## config.mk

```make
export PLATFORM = sky130hd
export DESIGN_NAME = ex_mem_reg
export DESIGN_NICKNAME = d
export VERILOG_FILES = /design/src/rtl/ex_mem_reg.sv
export SDC_FILE = /design/constraint.sdc
export NUM_CORES = 1
export LEC_CHECK = 0
export ABC_AREA = 1
export BUFFER_PORTS_ARGS = -buffer_cell sky130_fd_sc_hd__buf_2
export CORE_AREA = 5 5 100 102
export CTS_BUF_LIST = sky130_fd_sc_hd__clkbuf_4 sky130_fd_sc_hd__clkbuf_8
export CTS_CLUSTER_SIZE = 24
export DETAILED_ROUTE_END_ITERATION = 6
export DIE_AREA = 0 0 105 107
export HOLD_SLACK_MARGIN = 0.06
export PLACE_DENSITY = 0.9
export SYNTH_ARGS = -nofsm -noshare
export SYNTH_HDL_FRONTEND = slang
export SYNTH_SLANG_ARGS = --single-unit
```

## constraint.sdc

```tcl
create_clock -name clk -period 5.3 [get_ports clk]
set_input_delay 0.795 -clock clk [delete_from_list [all_inputs] [get_ports clk]]
set_output_delay 0.795 -clock clk [all_outputs]
set_load 0.02 [all_outputs]
```

## src/rtl/ex_mem_reg.sv

```systemverilog
// EX/MEM pipeline register with Z/N flags, branch resolution and wrong-path squash.
// Accepted EX instructions appear on the q_ outputs one cycle later. A taken
// branch raises a one-cycle redirect pulse. The next SQUASH_DEPTH valid
// instructions are then turned into bubbles.
module ex_mem_reg #(
    parameter int SQUASH_DEPTH = 2,
    parameter int RD_W         = 6
) (
    input  logic            clk,
    input  logic            rst,
    input  logic            stall,
    input  logic            flush,
    input  logic            in_valid,
    input  logic [31:0]     alu_out,
    input  logic            alu_z,
    input  logic            alu_n,
    input  logic [31:0]     rt_data,
    input  logic [RD_W-1:0] rd,
    input  logic            reg_write,
    input  logic            mem_read,
    input  logic            mem_write,
    input  logic            mem_to_reg,
    input  logic            flag_write,
    input  logic            br_z,
    input  logic            br_n,
    input  logic            jump,
    input  logic [31:0]     target,
    output logic            q_valid,
    output logic            q_reg_write,
    output logic            q_mem_read,
    output logic            q_mem_write,
    output logic            q_mem_to_reg,
    output logic [31:0]     q_alu_out,
    output logic [31:0]     q_rt_data,
    output logic [RD_W-1:0] q_rd,
    output logic            z_flag,
    output logic            n_flag,
    output logic            take_branch,
    output logic [31:0]     q_target
);

    typedef enum logic {RUN, SQUASH} state_t;

    // Squash depth is 1..3, so a 2-bit down-counter is enough.
    localparam logic [1:0] DEPTH = SQUASH_DEPTH[1:0];

    state_t     state_reg, state_next;
    logic [1:0] cnt_reg, cnt_next;
    logic       accept;
    logic       branch_cond;
    logic       taken;

    // Acceptance, branch decision on the stored flags, and FSM next state.
    always_comb begin
        accept      = in_valid & ~stall & ~flush & (state_reg == RUN);
        branch_cond = jump | (br_z & z_flag) | (br_n & n_flag);
        taken       = accept & branch_cond;
        state_next  = state_reg;
        cnt_next    = cnt_reg;
        if (flush) begin
            state_next = RUN;
            cnt_next   = 2'd0;
        end else if (!stall) begin
            case (state_reg)
                RUN: begin
                    if (taken) begin
                        state_next = SQUASH;
                        cnt_next   = DEPTH;
                    end
                end
                SQUASH: begin
                    // Only real wrong-path instructions use up the squash budget.
                    if (in_valid) begin
                        cnt_next = cnt_reg - 2'd1;
                        if (cnt_reg == 2'd1) begin
                            state_next = RUN;
                        end
                    end
                end
                default: begin
                    state_next = RUN;
                    cnt_next   = 2'd0;
                end
            endcase
        end
    end

    // FSM state and squash counter.
    always_ff @(posedge clk or posedge rst) begin
        if (rst) begin
            state_reg <= RUN;
            cnt_reg   <= 2'd0;
        end else begin
            state_reg <= state_next;
            cnt_reg   <= cnt_next;
        end
    end

    // Valid, control bits and the redirect pulse.
    always_ff @(posedge clk or posedge rst) begin
        if (rst) begin
            q_valid      <= 1'b0;
            q_reg_write  <= 1'b0;
            q_mem_read   <= 1'b0;
            q_mem_write  <= 1'b0;
            q_mem_to_reg <= 1'b0;
            take_branch  <= 1'b0;
            q_target     <= 32'd0;
        end else if (flush) begin
            q_valid      <= 1'b0;
            q_reg_write  <= 1'b0;
            q_mem_read   <= 1'b0;
            q_mem_write  <= 1'b0;
            q_mem_to_reg <= 1'b0;
            take_branch  <= 1'b0;
        end else if (!stall) begin
            q_valid      <= accept;
            q_reg_write  <= accept & reg_write;
            q_mem_read   <= accept & mem_read;
            q_mem_write  <= accept & mem_write;
            q_mem_to_reg <= accept & mem_to_reg;
            take_branch  <= taken;
            if (taken) begin
                q_target <= target;
            end
        end else begin
            // A stalled cycle never redirects, even right after a taken branch.
            take_branch <= 1'b0;
        end
    end

    // Data payload only loads on acceptance. Bubbles leave it untouched.
    always_ff @(posedge clk or posedge rst) begin
        if (rst) begin
            q_alu_out <= 32'd0;
            q_rt_data <= 32'd0;
            q_rd      <= '0;
        end else if (accept) begin
            q_alu_out <= alu_out;
            q_rt_data <= rt_data;
            q_rd      <= rd;
        end
    end

    // Architectural flags, written only by accepted flag-setting instructions.
    always_ff @(posedge clk or posedge rst) begin
        if (rst) begin
            z_flag <= 1'b0;
            n_flag <= 1'b0;
        end else if (accept && flag_write) begin
            z_flag <= alu_z;
            n_flag <= alu_n;
        end
    end

endmodule
```

Word-level counts from Yosys, hierarchy flattened:

Index checks and enable logic that the tools add are counted.

* memories: 0
* memory bits (read-only): 0
* bits of input ports: 117
* RAM bits: 0
* bits in latches: 0
* word-level logic and storage cells: 60
* register bits after elaboration: 113

* eq/ne operators: 4
* multipliers: 0
* bitwise gates (word level): 15
* shifts and indexed selects: 0
* reduce and logical (&&, ||, !) cells: 3
* divide/modulo/power cells: 0
* add/sub/neg operators: 1
* multiplexer cells: 23
* $lt $le $gt $ge: 0

Operator list (count)
* 1-bit two-way mux: 17
* 1-bit bitwise AND: 10
* 2-bit two-way mux: 4
* 3-bit inequality test, second input constant: 2
* 3-bit AND reduction: 2
* 2-bit case mux with 2 select lines: 1
* 1-bit NOT: 3
* 2-bit by 1-bit equality test with 1-bit output, second input constant: 1
* 2-bit by 1-bit inequality test with 1-bit output, second input constant: 1
* 1-bit bitwise OR: 2
* 1-bit case mux with 2 select lines: 1
* 2-bit by 1-bit subtractor with 2-bit output, second input constant: 1
* 1-bit logical AND: 1

Longest topological paths before layout:

Gate-level depths: netlist of run 1.

* depth after elaboration: 9
* depth in mapped cells: 9

Worst setup path before layout of run 1:

Ideal clock, no wire load.

* kind: input port to flip-flop
* start point: input stall
* end point: register q_target[10]
* arrival time: 1523 ps
* slack: 3661 ps
* stages on the path: 8
* library setup time: 116 ps
* data required time: 5184 ps
* cells stage by stage: buf_6 > inv_2 > nand2_2 > nor2_8 > nand2_4 > buf_2 > nand2_1 > nand2_1

* cells in the longest elaborated chain, start to end: 6

RTL lines
* from (decl): line 11 `input logic stall,`
* 1-bit NOT (no line) (*)
* 1-bit bitwise AND (3 in a row): line 55 `accept = in_valid & ~stall & ~flush & (state_reg == RUN);`
* 1-bit bitwise AND: line 57 `taken = accept & branch_cond;`
* 3-bit AND reduction (no line) (*)
* to (signal assigned): line 124 `q_target <= target;`
* to (decl): line 39 `output logic [31:0] q_target`

Every way passes the cells marked *; elsewhere a longest branch is shown, timed or not.
A chain may end at the register's enable or synchronous reset.

Final worst setup path of run 1:

* start point: input flush
* end point: register q_alu_out[29]

* cells in the longest elaborated chain, start to end: 3

RTL lines
* from (decl): line 12 `input logic flush,`
* 1-bit NOT (no line)
* 1-bit bitwise AND (2 in a row): line 55
* to (signal assigned): line 139 `q_alu_out <= alu_out;`
* to (decl): line 33 `output logic [31:0] q_alu_out,`

Every way passes these cells.

==> summary.md, run 1 <==
| Metric | Value |
|---|---|
| CTS Sinks | `113` |
| Final core occ | `66.2%` |
| Layout area overhead | `35.9%` |
| Most common cell after layout, fill and taps aside | `nand2_1` |
| Setup TNS | `0 ns` |
| Worst-path fanout max | `79` |
| Post-synthesis sequential area ratio | `64.4%` |
| Tcrit/Tclk final | `50.9%` |
| Post-CTS Resized | `0` |
| PwrDens | `448 nW/µm²` |
| Via Count | `3959` |
| Count of final setup violators | `0` |
| First-pass GRT wire length | `19100 µm` |
| Initial DRC Count | `164` |
| Final count of hold timing violations | `0` |
| Crit. Startpoint | `flush` |
| Distinct cells, synth | `17` |
| CP endpoint kind | `flip-flop` |
| Diode count | `0` |
| Final nets | `827` |
| DP HPWL | `8440 µm` |
| R2r worst-path depth | `6` |
| CP arrival | `2.98 ns` |
| GPL Wtd Cong | `0.751` |
| Core region area | `9020 µm²` |
| Highest clock rate | `0.371 GHz` |
| Most frequent cells in the layout | `nand2_1, buf_2, dfrtp_1, clkbuf_8, nand2_2` |
| Worst min path class | `in2async` |
| Congestion Overflow GR | `0` |
| Syn_area_per_cell | `9.06 µm²` |
| DRT antenna net count | `0` |
| Hold buffers post-CTS | `0` |
| Mapped cell area | `4390 µm²` |
| Vias in the first global route | `4159` |
| Max-slew headroom at the worst pin | `24.9%` |
| Biggest regs | `q_alu_out (32), q_rt_data (32), q_target (32)` |
| Status | `finished clean` |
| Overall Global Routing Usage | `20.9%` |
| Layout cells sized above 1 | `38.4%` |
| WHS | `0.447 ns` |
| Number of max-cap violations | `0` |
| Worst-skew pair later-pin latency | `0.41 ns` |
| Die extent in y | `107 µm` |
| Post-synthesis register bit count | `113` |
| Width of the die | `105 µm` |
| Die ar. | `11200 µm²` |
| VDD IR-drop max | `0.254 mV` |
| Worst Skew | `0.00968 ns` |
| Buffers on Ports | `226` |
| H-tree levels | `4` |
| Critical path launch point type | `input pin` |
| Syn Inst Count | `485` |
| Site Rows | `35` |
| Slew Viols, Final | `0` |
| Post-CTS Setup Inserts | `0` |
| Final min period | `2.70 ns` |
| Crit path kind | `in2reg` |
| TritonCTS Buffers | `17` |
| Post-Route WL | `11600 µm` |
| Largest net degree at the start of global routing | `80` |
| Post-DP Area | `5520 µm²` |
| Ports | `227` |
| DRC Markers | `0` |
| RSZ-0062 raised after global routing | `no` |
| 1st-pass router iterations | `5` |
| CTS root buf | `clkbuf_8` |
| Deepest clock path buffer count | `2` |
| Drt wl/cell | `14.0 µm` |
| CTS tree | `done` |
| Lkg Pwr | `0.00361 µW` |
| Final instance area | `5970 µm²` |
| Vias per inst | `4.75` |
| Worst reg-to-reg setup slack | `2.72 ns` |
| CP required | `5.58 ns` |
| RR Startpoint | `state_reg` |
| Initial antenna violation count | `0` |
| Crit path to | `q_alu_out[29]` |
| R2r endpoint | `q_alu_out[29]` |
| Synth warn | `0` |
| Clock transition at path regs | `0.07 ns` |
| Starting density of the core | `48.7%` |
| Worst-margin pin slew | `1.13 ns` |
| Syn Nets | `603` |
==> layout make-up <==
cell class,instances,area [µm²]
fillers,749,3050
clock buffers,20,263
flip-flops and latches,113,2830
clock inverters,12,183
inverters,8,35.0
repair buffers,227,1140
multi-input cells,342,1380
well taps,111,139
==> synthesized netlist by cell type <==
library cell  instances  area, µm²
ha_1                  1       12.5
nand2_1             312       1170
or3_1                 1       6.26
nand2_2              11       68.8
nand3_1               7       35.0
inv_2                 3       11.3
nor2_8                1       20.0
nand2_4               1       11.3
nor2_1                2       7.51
inv_1                 4       15.0
o21ai_0               2       10.0
a32o_1                4       40.0
buf_2                14       70.1
buf_6                 5       56.3
dfrtp_1             113       2830
buf_4                 3       22.5
inv_4                 1       6.26
==> report_power, final <==
| group | internal [µW] | total [µW] | switching, µW |
|---|---|---|---|
| registers | 1030 | 1130 | 96.4 |
| logic | 218 | 651 | 433 |
| clock network | 538 | 894 | 356 |
| total | 1790 | 2670 | 885 |
==> through the flow <==
step | power [µW] | worst slack (ns) | cells
after global routing | 2830 | 2.35 | 833
after CTS | 2700 | 2.59 | 833
after detailed placement | 1800 | 2.14 | 801
after global placement | 1780 | 2.24 | 801
final | 2670 | 2.60 | 833
after floorplan | 1520 | 1.52 | 485
==> worst min path at each step <==
| stage | from | to | slack, ns | cells after the start |
|---|---|---|---|---|
| final | rst | q_alu_out[30] | 0.45 | 2 |
| after global placement | q_rt_data[27] | q_rt_data[27] | 0.45 | 2 |
| after global routing | rst | q_alu_out[19] | 0.49 | 2 |
| after floorplan | cnt_reg[1] | cnt_reg[1] | 0.44 | 2 |
| after CTS | rst | q_alu_out[30] | 0.46 | 2 |
| after detailed placement | q_alu_out[0] | q_alu_out[0] | 0.45 | 2 |
==> per-layer routing <==
metal  global-route usage, %  up-vias  part of all wire (%)
met1                    24.1     1852                    38
met2                    35.1      173                    51
met4                    8.40        0                   1.7
li1                        -     1912                     -
met5                       0        -                     0
met3                    7.83       22                   8.6
==> logic make-up after synthesis <==
family / share of synthesized area [%]
and+or+nand+nor: 30.1
DFF: 64.4
buffers and inverters: 4.13
AOI/OAI and AO/OA: 1.14
adders and majority gates: 0.285
==> critical path, cell delays in order <==
cell and delay (ns):
buf_2 0.11, inv_2 0.14, nand2_2 0.11, nor2_8 0.71, inv_2 0.71, nand2_1 0.23
nand2_1 0.08
No activity file was read; power rests on OpenSTA's default activity.
==> inputs of run 2 (changes only) <==
--- a/config.mk
+++ b/config.mk
@@ -7,13 +7,13 @@
 export LEC_CHECK = 0
 export ABC_AREA = 1
 export BUFFER_PORTS_ARGS = -buffer_cell sky130_fd_sc_hd__buf_2
-export CORE_AREA = 5 5 100 102
+export CORE_AREA = 5 5 103 105
 export CTS_BUF_LIST = sky130_fd_sc_hd__clkbuf_4 sky130_fd_sc_hd__clkbuf_8
 export CTS_CLUSTER_SIZE = 24
 export DETAILED_ROUTE_END_ITERATION = 6
-export DIE_AREA = 0 0 105 107
+export DIE_AREA = 0 0 108 110
 export HOLD_SLACK_MARGIN = 0.06
-export PLACE_DENSITY = 0.9
+export PLACE_DENSITY = 0.85
 export SYNTH_ARGS = -nofsm -noshare
 export SYNTH_HDL_FRONTEND = slang
 export SYNTH_SLANG_ARGS = --single-unit
==> constraint.sdc (replaced) <==
create_clock -name clk -period 2.77 [get_ports clk]
set_input_delay 0.4155 -clock clk [delete_from_list [all_inputs] [get_ports clk]]
set_output_delay 0.4155 -clock clk [all_outputs]
set_load 0.02 [all_outputs]
==> summary.md, run 2 (synthesis results as in run 1) <==
| Metric | Value |
|---|---|
| RSZ-0062 raised after global routing | `no` |
| Worst-margin pin slew | `0.616 ns (-0.510 ns)` |
| Slowest stage cell on the critical path | `dfrtp_1` |
| CTS root buf | `clkbuf_8` |
| Most frequent cells in the layout | `nand2_1, buf_2, dfrtp_1, clkbuf_8, nand2_2` |
| CTS Sinks | `113 (unchanged)` |
| Layout cells sized above 1 | `38.5% (+0.17 points)` |
| Post-CTS Setup Inserts | `0 (unchanged)` |
| DRC Markers | `0 (unchanged)` |
| Ports | `227 (unchanged)` |
| Most common cell after layout, fill and taps aside | `nand2_1` |
| PwrDens | `886 nW/µm² (+98%)` |
| Worst min path class | `in2async` |
| Deepest clock path buffer count | `2 (unchanged)` |
| Overall Global Routing Usage | `19.6% (-1.3 points)` |
| Vias per inst | `4.61 (-3.0%)` |
| Worst-path fanout max | `35 (-56%)` |
| Drt wl/cell | `13.7 µm (-1.9%)` |
| Via Count | `3949 (-0.25%)` |
| CP arrival | `2.30 ns (-0.68 ns)` |
| Layout area overhead | `38.8%` |
| Buffers on Ports | `226 (unchanged)` |
| Max-slew headroom at the worst pin | `58.9% (+34 points)` |
| Power Internal | `3740 µW (+110%)` |
| Post-CTS Resized | `0 (unchanged)` |
| CP endpoint kind | `flip-flop` |
| H-tree levels | `4 (unchanged)` |
| CTS tree | `done` |
| DP HPWL | `8520 µm (+0.92%)` |
| Comb pwr share | `23.1% (-1.2 points)` |
| Status | `finished clean` |
| Width of the die | `108 µm (+2.9%)` |
| Sw frac | `30.7% (-2.4 points)` |
| Final count of hold timing violations | `0 (unchanged)` |
| Die ar. | `11900 µm² (+5.7%)` |
| Highest clock rate | `0.508 GHz` |
| Placement Setup Slack | `0.625 ns (-1.52 ns)` |
| R2r endpoint | `q_target[13]` |
| Congestion Overflow GR | `0 (unchanged)` |
| CP delay by family, top | `simple AND/OR/NAND/NOR gates` |
| Clock power share | `37.0% (+3.6 points)` |
| Worst reg-to-reg setup slack | `0.80 ns (-1.92 ns)` |
| Final core occ | `63.8% (-2.3 points)` |
| RR Startpoint | `state_reg` |
| Starting density of the core | `46.0% (-2.7 points)` |
| Slew Viols, Final | `0 (unchanged)` |
| Final nets | `829 (+0.24%)` |
| VDD IR-drop max | `0.483 mV (+90%)` |
| Power share of the sequential group | `39.9% (-2.3 points)` |
| Worst path max stage delay | `0.40 ns (-0.31 ns)` |
| Number of max-cap violations | `0 (unchanged)` |
| Biggest regs | `q_alu_out (32), q_rt_data (32), q_target (32)` |
| First-pass GRT wire length | `18300 µm (-4.4%)` |
| DRT antenna net count | `0 (unchanged)` |
| Post-Route WL | `11700 µm (+0.95%)` |
| Diode count | `0 (unchanged)` |
| Tcrit/Tclk final | `71.0%` |
| Initial DRC Count | `187 (+14%)` |
| TritonCTS Buffers | `17 (unchanged)` |
| Site Rows | `36 (+2.9%)` |
| Setup TNS | `0 ns (unchanged)` |
| Worst path bufs/invs | `2 (-1)` |
| Crit. Startpoint | `state_reg` |
| Clock transition at path regs | `0.07 ns (about the same)` |
| Largest net degree at the start of global routing | `114 (+43%)` |
| Vias in the first global route | `3894 (-6.4%)` |
| Critical-path cell list | `inv_1 > nand2_2 > nor2_8 > nand2_4 > inv_4 > nand2_1 > nand2_1` |
| Tot Pwr | `5400 µW (+100%)` |
| Die extent in y | `110 µm (+2.8%)` |
| Core region area | `9550 µm² (+5.9%)` |
| GPL Wtd Cong | `0.763 (+1.7%)` |
| Final min period | `1.97 ns` |
| Count of final setup violators | `0 (unchanged)` |
| Worst path most repeated cell | `nand2_1` |
| Hold buffers post-CTS | `0 (unchanged)` |
| 1st-pass router iterations | `6 (+1)` |
| Critical path launch point type | `flip-flop` |
| CP required | `3.11 ns (-2.47 ns)` |
| R2r worst-path depth | `7 (+1)` |
| Worst-skew pair later-pin latency | `0.41 ns (about the same)` |
| Setup ws final | `0.803 ns (-1.80 ns)` |
| Lkg Pwr | `0.00366 µW (+1.5%)` |
| Worst Skew | `0.0133 ns (+0.00361 ns)` |
| Initial antenna violation count | `2 (+2)` |
| Crit path kind | `reg2reg` |
| Sw power | `1660 µW (+88%)` |
run 2: worst register-to-register path: cells and delay by family (launching register included):
family / cells / cell delay [ns]
simple gates: 5 / 0.95
flops: 1 / 0.40
buf+inv: 2 / 0.53
run 2: routing by layer:
metal | wire (µm) | share of wire (%) | GRT usage (%) | vias to the layer above
met2 | 5900 | 50 | 33.3 | 158
met4 | 273 | 2.3 | 7.84 | 4
li1 | - | - | - | 1924
met1 | 4610 | 39 | 23.0 | 1830
met3 | 930 | 7.9 | 6.76 | 33
met5 | 27 | 0.23 | 0 | -
run 2: area by class of cell:
class / instances / area [µm²]
Inverter: 8 / 36.3
Sequential cell: 113 / 2830
Clock buffer: 22 / 290
Timing Repair Buffer: 229 / 1170
Multi-Input combinational cell: 342 / 1380
Tap cell: 133 / 166
Fill cell: 829 / 3450
Clock inverter: 10 / 228
run 2: worst max path at each step:
stage,slack (ns),cells past startpoint,end
6_report,0.80,7,q_target[13]
5_1_grt,0.55,7,q_target[24]
4_1_cts,0.77,7,q_target[13]
3_5_place_dp,0.63,8,q_target[24]
3_3_place_gp,0.70,8,q_target[29]
2_1_floorplan,0.98,1,cnt_reg[0]
run 2: through the flow:
step | instances | hold WS (ns) | cell area (µm²)
6_report | 857 | 0.156 | 6100
3_5_place_dp | 825 | 0.454 | 5580
3_3_place_gp | 825 | 0.449 | 5580
4_1_cts | 857 | 0.170 | 6100
2_1_floorplan | 485 | 0.442 | 4400
5_1_grt | 857 | 0.177 | 6100
run 2: power groups by stage:
stage	Sequential [µW]	Clock, µW	Combinational [µW]
floorplan	2580	0	335
global route	2190	2110	1370
global placement	2170	0	1230
finish	2160	2000	1250
CTS	2160	2030	1270
detailed placement	2180	0	1270
==> inputs of run 3 (changes only) <==
--- a/config.mk
+++ b/config.mk
@@ -7,13 +7,13 @@
 export LEC_CHECK = 0
 export ABC_AREA = 1
 export BUFFER_PORTS_ARGS = -buffer_cell sky130_fd_sc_hd__buf_2
-export CORE_AREA = 5 5 103 105
+export CORE_AREA = 5 5 109 111
 export CTS_BUF_LIST = sky130_fd_sc_hd__clkbuf_4 sky130_fd_sc_hd__clkbuf_8
 export CTS_CLUSTER_SIZE = 24
 export DETAILED_ROUTE_END_ITERATION = 6
-export DIE_AREA = 0 0 108 110
+export DIE_AREA = 0 0 114 116
 export HOLD_SLACK_MARGIN = 0.06
-export PLACE_DENSITY = 0.85
+export PLACE_DENSITY = 0.8
 export SYNTH_ARGS = -nofsm -noshare
 export SYNTH_HDL_FRONTEND = slang
 export SYNTH_SLANG_ARGS = --single-unit
==> constraint.sdc (replaced) <==
create_clock -name clk -period 1.61 [get_ports clk]
set_input_delay 0.2415 -clock clk [delete_from_list [all_inputs] [get_ports clk]]
set_output_delay 0.2415 -clock clk [all_outputs]
set_load 0.02 [all_outputs]
==> summary.md, run 3 (synthesis results as in run 1) <==
| Metric | Value |
|---|---|
| Worst path max stage delay | `0.40 ns (about the same)` |
| Count of final setup violators | `0 (unchanged)` |
| Tcrit/Tclk final | `89.1% (+18 points)` |
| Worst-path fanout max | `18 (-49%)` |
| Most frequent cells in the layout | `nand2_1, buf_2, dfrtp_1, dlygate4sd3_1, clkbuf_8` |
| WHS | `0.0951 ns (-0.0612 ns)` |
| Crit path kind | `reg2reg` |
| Final instance area | `7220 µm² (+18%)` |
| Layout cells sized above 1 | `34.0% (-4.5 points)` |
| Max-slew headroom at the worst pin | `78.7% (+20 points)` |
| Worst-skew pair later-pin latency | `0.41 ns (about the same)` |
| DRC Markers | `0 (unchanged)` |
| Worst path most repeated cell | `nand2_1` |
| Die extent in y | `116 µm (+5.5%)` |
| First-pass GRT wire length | `23300 µm (+28%)` |
| Worst reg-to-reg setup slack | `0.18 ns (-0.63 ns)` |
| Status | `finished clean` |
| Vias per inst | `4.55 (-1.3%)` |
| CTS root buf | `clkbuf_8` |
| CTS tree | `done` |
| 1st-pass router iterations | `6 (unchanged)` |
| GPL Wtd Cong | `0.798 (+4.5%)` |
| Worst min path class | `in2reg` |
| Diode count | `0 (unchanged)` |
| Core region area | `10700 µm² (+12%)` |
| Congestion Overflow GR | `0 (unchanged)` |
| Final core occ | `67.5% (+3.6 points)` |
| Lkg Pwr | `0.00412 µW (+12%)` |
| RSZ-0062 raised after global routing | `no` |
| TritonCTS Buffers | `17 (unchanged)` |
| Post-DP Area | `5680 µm² (+1.9%)` |
| Number of max-cap violations | `0 (unchanged)` |
| Initial antenna violation count | `0 (-2)` |
| Most common cell after layout, fill and taps aside | `nand2_1` |
| Die ar. | `13200 µm² (+11%)` |
| DP HPWL | `8660 µm (+1.6%)` |
| Deepest clock path buffer count | `2 (unchanged)` |
| Biggest regs | `q_alu_out (32), q_rt_data (32), q_target (32)` |
| Tot Pwr | `9110 µW (+69%)` |
| Worst-margin pin slew | `0.319 ns (-0.297 ns)` |
| PwrDens | `1260 nW/µm² (+42%)` |
| Vias in the first global route | `4721 (+21%)` |
| Via Count | `4448 (+13%)` |
| Critical-path cell list | `inv_1 > nand2_2 > nor2_8 > nand2_4 > buf_4 > nand2_1 > nand2_1` |
| H-tree levels | `4 (unchanged)` |
| Site Rows | `38 (+5.6%)` |
| VDD IR-drop max | `0.730 mV (+51%)` |
| Fillers | `811 (-2.2%)` |
| Initial DRC Count | `270 (+44%)` |
| Critical path launch point type | `flip-flop` |
| Clock transition at path regs | `0.07 ns (about the same)` |
| Overall Global Routing Usage | `22.4% (+2.8 points)` |
| CP arrival | `1.73 ns (-0.57 ns)` |
| Width of the die | `114 µm (+5.6%)` |
| Slew Viols, Final | `0 (unchanged)` |
| CP required | `1.91 ns (-1.20 ns)` |
| Highest clock rate | `0.697 GHz (+37%)` |
| Slowest stage cell on the critical path | `dfrtp_1` |
| Ports | `227 (unchanged)` |
| DRT antenna net count | `0 (unchanged)` |
| Drt wl/cell | `14.8 µm (+7.8%)` |
| Largest net degree at the start of global routing | `59 (-48%)` |
| Buffers on Ports | `226 (unchanged)` |
| Final count of hold timing violations | `0 (unchanged)` |
| Layout area overhead | `64.4%` |
| CTS Sinks | `113 (unchanged)` |
| Final min period | `1.43 ns (-0.533 ns)` |
| Final nets | `943 (+14%)` |
| Post-Route WL | `14500 µm (+23%)` |
| Worst Skew | `0.0196 ns (+0.00629 ns)` |
| Starting density of the core | `41.1% (-4.9 points)` |
| CP endpoint kind | `flip-flop` |
run 3: changes by cell type in the layout (fill, tap and decap cells not counted), sizes merged:
| cell | before | now |
|---|---|---|
| bufinv | 7 | 4 |
| clkinvlp | 2 | 5 |
| clkbuf | 22 | 20 |
| dlygate4sd3 | 0 | 108 |
| inv | 7 | 8 |
| buf | 229 | 235 |
| clkinv | 2 | 3 |
run 3: critical path, delay by kind of cell, from the launching register on:
kind	cells	cell delay, ns
simple gates	5	0.57
buf+inv	2	0.35
flops	1	0.40
run 3: layout make-up:
cell class,instances,area [µm²],area share [%]
repair buffers,343,2340,32.4
clock inverters,12,181,2.51
clock buffers,20,269,3.73
flip-flops and latches,113,2830,39.2
multi-input cells,342,1380,19.2
inverters,8,41.3,0.572
well taps,140,175,2.43
run 3: power breakdown:
group | leakage (µW) | total [µW] | internal, µW | switching, µW
sequential | 0.00142 | 3710 | 3400 | 306
combinational | 0.00248 | 2440 | 917 | 1520
clock | 0.000215 | 2970 | 1800 | 1170
total | 0.00412 | 9110 | 6110 | 3000
run 3: per-stage QoR:
stage | TNS, ns | setup slack, ns | std cells
2_1_floorplan | -0.332 | -0.00294 | 485
3_3_place_gp | 0 | 0.170 | 838
3_5_place_dp | 0 | 0.0856 | 838
4_1_cts | 0 | 0.0785 | 978
5_1_grt | 0 | 0.0231 | 978
6_report | 0 | 0.176 | 978
run 3: path summary, 6_finish.rpt:
check | startpoint | endpoint | cells after the start
max | state_reg | q_target[31] | 7
min | alu_n | n_flag | 3
max reg2reg | state_reg | q_target[31] | 7
min reg2reg | q_rt_data[20] | q_rt_data[20] | 2
max in group asynchronous | rst | q_rt_data[9] | 4
min in group asynchronous | rst | q_rt_data[31] | 4
run 3: routing by layer:
metal  global-route usage [%]  part of all wire [%]  vias to the layer above
li1                         -                     -                     2151
met1                     25.9                    39                     2034
met2                     38.6                    51                      212
met3                     6.27                   6.8                       51
met4                     10.5                   3.7                        0
met5                        0                     0                        -
run 3: repair_timing:
item	in CTS	in global routing
setup buffers	0	0
setup endpoints to repair	0	29
hold endpoints to repair	220	0
hold buffers	108	0
resized for setup	0	2
